==> src/rtl/sm_calc_pkg.sv <==
// sm_calc_pkg: op encodings, FSM state constants and zero-sign normalisation for sm_calc_seq.
package sm_calc_pkg;
  localparam logic [1:0] OP_ADD = 2'b00;
  localparam logic [1:0] OP_SUB = 2'b01;
  localparam logic [1:0] OP_MUL = 2'b10;
  localparam logic [1:0] OP_DIV = 2'b11;
  typedef logic [1:0] state_t;
  localparam state_t S_IDLE = 2'd0;
  localparam state_t S_CALC = 2'd1;
  localparam state_t S_FIN  = 2'd2;
  function automatic logic zsign(input logic s, input logic nz);
    return s & nz;
  endfunction
endpackage

==> src/rtl/sm_addsub.sv <==
// sm_addsub: combinational sign-magnitude add/subtract; sign of the larger magnitude wins.
module sm_addsub #(
  parameter int N = 4
) (
  input  logic         sa,
  input  logic [N-1:0] ma,
  input  logic         sb,
  input  logic [N-1:0] mb,
  output logic         s,
  output logic [N-1:0] m
);
  logic ge;
  assign ge = ma >= mb;
  assign s = (sa == sb || ge) ? sa : sb;
  assign m = (sa == sb) ? ma + mb : ge ? ma - mb : mb - ma;
endmodule

==> src/rtl/sm_calc_seq.sv <==
// sm_calc_seq: multi-cycle sign-magnitude add/sub/mul calculator; SM_CALC_DIV_EN adds restoring divide.
import sm_calc_pkg::*;
module sm_calc_seq #(
  parameter int W = 3
) (
  input  logic         clk,
  input  logic         rst,
  input  logic         start,
  input  logic [1:0]   op,
  input  logic [W-1:0] a,
  input  logic [W-1:0] b,
  output logic         busy,
  output logic         done,
  output logic [2*W-2:0] res,
  output logic         err
);
  localparam int M = W - 1;
  localparam int N = 2 * M;
  localparam int CW = $clog2(W);
  localparam logic [CW-1:0] LAST = CW'(M - 1);
  state_t state;
  logic [1:0] op_r;
  logic sa, sb, xa, xb, xs, bad, last;
  logic [M-1:0] ma, mb, ma_n;
  logic [N-1:0] acc, acc_n, xma, xmb, xm;
  logic [N:0] res_n, div_res;
  logic [CW-1:0] cnt;
`ifdef SM_CALC_DIV_EN
  logic [M-1:0] q, q_n;
  logic take;
`endif
  sm_addsub #(.N(N)) u_addsub (.sa(xa), .ma(xma), .sb(xb), .mb(xmb), .s(xs), .m(xm));
  // one adder serves add/sub directly, accumulates partial products, and does the trial subtract
  always_comb begin
    xa = 1'b0;
    xb = 1'b0;
    xma = acc;
    xmb = ma[0] ? N'(mb) << cnt : '0;
    if (!op_r[1]) begin
      xa = sa;
      xb = sb ^ op_r[0];
      xma = N'(ma);
      xmb = N'(mb);
    end
`ifdef SM_CALC_DIV_EN
    if (op_r == OP_DIV) begin
      xb = 1'b1;
      xma = {acc[N-2:0], ma[M-1]};
      xmb = N'(mb);
    end
`endif
  end
  always_comb begin
    acc_n = xm;
    ma_n = ma >> 1;
    div_res = '0;
`ifdef SM_CALC_DIV_EN
    take = !xs;
    q_n = {q[M-2:0], take};
    bad = op_r == OP_DIV && mb == '0;
    if (op_r == OP_DIV) begin
      acc_n = take ? xm : xma;
      ma_n = ma << 1;
    end
    div_res = {zsign(sa ^ sb, |{acc_n[M-1:0], q_n}), acc_n[M-1:0], q_n};
`else
    bad = op_r == OP_DIV;
`endif
    last = !op_r[1] || bad || cnt == LAST;
    res_n = bad ? '0 : !op_r[1] ? {zsign(xs, |xm), xm} :
            op_r == OP_MUL ? {zsign(sa ^ sb, |acc_n), acc_n} : div_res;
  end
  always_ff @(posedge clk) begin
    if (rst) begin
      state <= S_IDLE;
      res <= '0;
      err <= 1'b0;
      cnt <= '0;
      acc <= '0;
      op_r <= OP_ADD;
      {sa, ma} <= '0;
      {sb, mb} <= '0;
    end else if (state == S_IDLE) begin
      if (start) begin
        state <= S_CALC;
        op_r <= op;
        {sa, ma} <= a;
        {sb, mb} <= b;
        cnt <= '0;
        acc <= '0;
      end
    end else if (state == S_CALC) begin
      cnt <= cnt + CW'(1);
      acc <= acc_n;
      ma <= ma_n;
      if (last) begin
        state <= S_FIN;
        res <= res_n;
        err <= bad;
      end
    end else
      state <= S_IDLE;
  end
`ifdef SM_CALC_DIV_EN
  always_ff @(posedge clk)
    q <= (rst || state == S_IDLE) ? '0 : state == S_CALC ? q_n : q;
`endif
  assign busy = state != S_IDLE;
  assign done = state == S_FIN;
endmodule

==> config.mk <==
export PLATFORM = sky130hd
export DESIGN_NAME = sm_calc_seq
export DESIGN_NICKNAME = d
export VERILOG_FILES = /design/src/rtl/sm_calc_pkg.sv /design/src/rtl/sm_addsub.sv /design/src/rtl/sm_calc_seq.sv
export SDC_FILE = /design/constraint.sdc
export NUM_CORES = 1
export LEC_CHECK = 0
export ABC_AREA = 1
export ABC_CLOCK_PERIOD_IN_PS = 6800
export BUFFER_PORTS_ARGS = -buffer_cell sky130_fd_sc_hd__buf_2
export CAP_MARGIN = 10
export CORE_MARGIN = 1.5
export CORE_UTILIZATION = 45
export DETAILED_ROUTE_END_ITERATION = 10
export PLACE_DENSITY = 0.68
export SETUP_SLACK_MARGIN = 0.02
export SLEW_MARGIN = 25
export SYNTH_ARGS = -nofsm -noshare
export SYNTH_HDL_FRONTEND = slang
export SYNTH_SLANG_ARGS = --single-unit
==> constraint.sdc <==
create_clock -name clk -period 6.8 [get_ports clk]
set_input_delay 1.36 -clock clk [delete_from_list [all_inputs] [get_ports clk]]
set_output_delay 1.36 -clock clk [all_outputs]
set_load 0.005 [all_outputs]
==> key figures <==
Run status
  – Status: complete, no violations

Power
  – PD cells: 215 mW/mm²
  – Final Power: 364 µW
  – Max VDD drop: 0.000142 V
  – LEAKAGE: 0.000862 µW

Setup path
  – R2R Path Start: op_r[1]
  – Cell family with most CP delay: compound AO/OA/AOI/OAI gates
  – Worst path most repeated cell: nand2_1
  – Slowest stage delay, CP: 0.58 ns
  – Critical path fanouts, max: 11
  – Critical Path AT: 3.09 ns
  – Cells along the critical path: inv_1 -> a21oi_1 -> inv_1 -> ha_1 -> nor2_1 -> nand2_4 -> nand3_4 -> inv_1 -> nand2_1 -> nand2_1 -> a21oi_1 -> nand2_1 -> nand2_1 -> a21oi_1
  – Slowest-stage cell, CP: dfxtp_1
  – Startpoint Class: register
  – Buf+Inv Stages, Crit Path: 3
  – CP Class: register to register
  – Worst EP required: 7.02 ns
  – Crit end category: register
  – Worst Setup SP: op_r[1]

Timing
  – Slew Limit Fails: 0
  – Slew HR: 48.5%
  – Unrepaired setup endpoints after global routing: no
  – Final Skew: 0.00285 ns
  – Final Hold Viols: 0
  – Worst slew pin tran: 0.764 ns
  – Final setup violation count: 0
  – Final critical-path required period: 2.87 ns
  – Setup TNS: 0 ns
  – F_max: 348 MHz
  – Post-route clock period utilization: 42.2%

Logic synthesis
  – Area of the mapped netlist: 0.00154 mm²
  – Synth Warn #: 0
  – Synth Flop Type: dfxtp_1
  – Number of synthesized flops with an enable pin: 0
  – Register bit total from synthesis: 22
  – Synth Instances: 222
  – Distinct cells, synth: 29
  – Net count after synthesis: 247
  – Ys async rst share: 0%
  – Sequential-to-total area share from yosys stat: 28.5%
  – Synthesized area per cell: 6.95 µm²

Min path
  – Worst min-delay path startpoint: res[2]
  – Hold Crit Class: register to register

Route
  – Met3 Wirelength: 199 µm
  – Final ANT Viol Nets: 0
  – Routed WL: 3060 µm
  – Top Layer Used: met4
  – Iteration-0 DRC Markers: 96
  – DR vias: 1,367
  – Initial DRT Pass Iterations: 4
  – Avg WL per Cell: 10.8 µm
  – Met2 wire length: 1360 µm
  – M1 WL: 1480 µm
  – Number of remaining DRC errors: 0
  – Vias per std cell: 4.81

Final layout
  – Area Overhead vs Synth: 9.98%
  – Fin cells: 284
  – Ant. Diodes: 0
  – Layout Nets: 264
  – Share of cells above drive strength 1: 16.0%

Floorplanning
  – Die Wd: 61.6 µm
  – Starting density of the core: 46.6%
  – Die area: 0.00379 mm²
  – Num ports: 19
  – # rows: 21
  – Core Region: 0.00331 mm²
  – Die H: 61.6 µm

Flow run
  – Total of max-cap violations: 0

Clock tree
  – CTS root buffer: clkbuf_4
  – CTS buffer count: 3
  – Post-cts sizing count: 0
  – Worst-path clk slew: 0.12 ns
  – Hold-fix buffers, CTS: 0
  – CTS sink count: 22
  – H-tree levels: 1
  – Post-CTS Setup Inserts: 0
  – Clock latency on the worst-skew pair: 0.32 ns
  – CTS tree: yes
  – Clk buf depth: 2

Placement
  – IO Port Bufs: 18
  – Dpl cells: 280
  – Routability cong.: 0.857
  – Placed wire-length estimate: 2440 µm

Global route
  – Total track usage: 18.4%
  – Initial antenna violation count: 0
  – Global route overflow: 0
  – Global-route wire length before repair: 5140 µm
  – Pin count of the biggest net entering global routing: 15
  – Vias in the first global route: 1,175
layout by cell type (no fill, tap or decap), types with 6 or more instances in the layout:
| cell | count |
|---|---|
| nand3_1 | 19 |
| dfxtp_1 | 22 |
| a21oi_1 | 18 |
| buf_2 | 18 |
| nand2_1 | 45 |
| ha_1 | 11 |
| nand2_2 | 6 |
| nor2_1 | 15 |
| inv_1 | 36 |
| o21ai_0 | 18 |
cells in the mapped netlist (2+ instances only):
| cell type | count | share of area (%) |
|---|---|---|
| nand2_1 | 45 | 11 |
| inv_1 | 36 | 8.8 |
| dfxtp_1 | 22 | 29 |
| nand3_1 | 19 | 6.2 |
| a21oi_1 | 18 | 5.8 |
| o21ai_0 | 18 | 5.8 |
| nor2_1 | 15 | 3.6 |
| ha_1 | 11 | 8.9 |
| nand2_2 | 6 | 2.4 |
| inv_2 | 4 | 0.97 |
| buf_6 | 3 | 2.2 |
| fa_1 | 3 | 3.9 |
| xnor2_1 | 3 | 1.7 |
| clkbuf_1 | 2 | 0.49 |
| nand2_4 | 2 | 1.5 |
| o22ai_1 | 2 | 0.81 |
worst reg2reg max path, stage by stage (launching register included):
cell and delay, ns:
dfxtp_1 0.58, inv_1 0.22, a21oi_1 0.39, inv_1 0.22, ha_1 0.38, nor2_1 0.19, nand2_4 0.09, nand3_4 0.07
inv_1 0.07, nand2_1 0.06, nand2_1 0.05, a21oi_1 0.25, nand2_1 0.08, nand2_1 0.06, a21oi_1 0.05
area by class of cell:
class	instances	area (µm²)
flip-flops and latches	22	440
repair buffers	18	90.1
clock inverters	1	30.0
fillers	357	1610
well taps	46	57.6
clock buffers	3	22.5
inverters	40	150
multi-input cells	154	906
kinds of logic after synthesis:
kind of cell / Yosys count / synth area share, %
and+or+nand+nor: 94 / 28.5
xor gates and xnor gates: 3 / 1.70
adders and majority gates: 14 / 12.8
DFF: 22 / 28.5
buffers and inverters: 46 / 12.7
AOI/OAI and AO/OA: 43 / 15.7
layer usage:
metal	up-vias	global-route usage, %
li1	734	-
met5	-	0
met4	0	6.38
met1	589	25.7
met3	2	4.83
met2	42	27.5
power breakdown:
group	leakage (µW)	internal (µW)	total, µW	switching (µW)
Clock	0.0000279	59.7	101	41.7
Combinational	0.000655	43.6	117	73.5
Sequential	0.000180	138	145	7.33
path summary, 6_finish.rpt:
check	end	slack, ns	depth (start not counted)
worst max-delay path	res[4]	3.93	14
worst min-delay path	res[2]	0.47	2
worst max register to register	res[4]	3.93	14
worst min register to register	res[2]	0.47	2
flip-flops by register name, indices dropped and copies added (netlist names):
register  cells
sb            1
res           5
ma            2
cnt           2
err           1
acc           4
mb            2
state         2
sa            1
op_r          2
per-stage QoR:
stage / hold WS [ns] / instance area, µm² / worst slack [ns] / util, %
6_report: 0.470 / 1700 / 3.93 / 51.2
5_1_grt: 0.503 / 1700 / 3.63 / 51.2
3_3_place_gp: 0.453 / 1640 / 3.92 / 49.7
3_5_place_dp: 0.454 / 1640 / 3.90 / 49.7
2_1_floorplan: 0.453 / 1540 / 4.48 / -
4_1_cts: 0.473 / 1700 / 3.90 / 51.2
(Power assumes the default switching activity.)
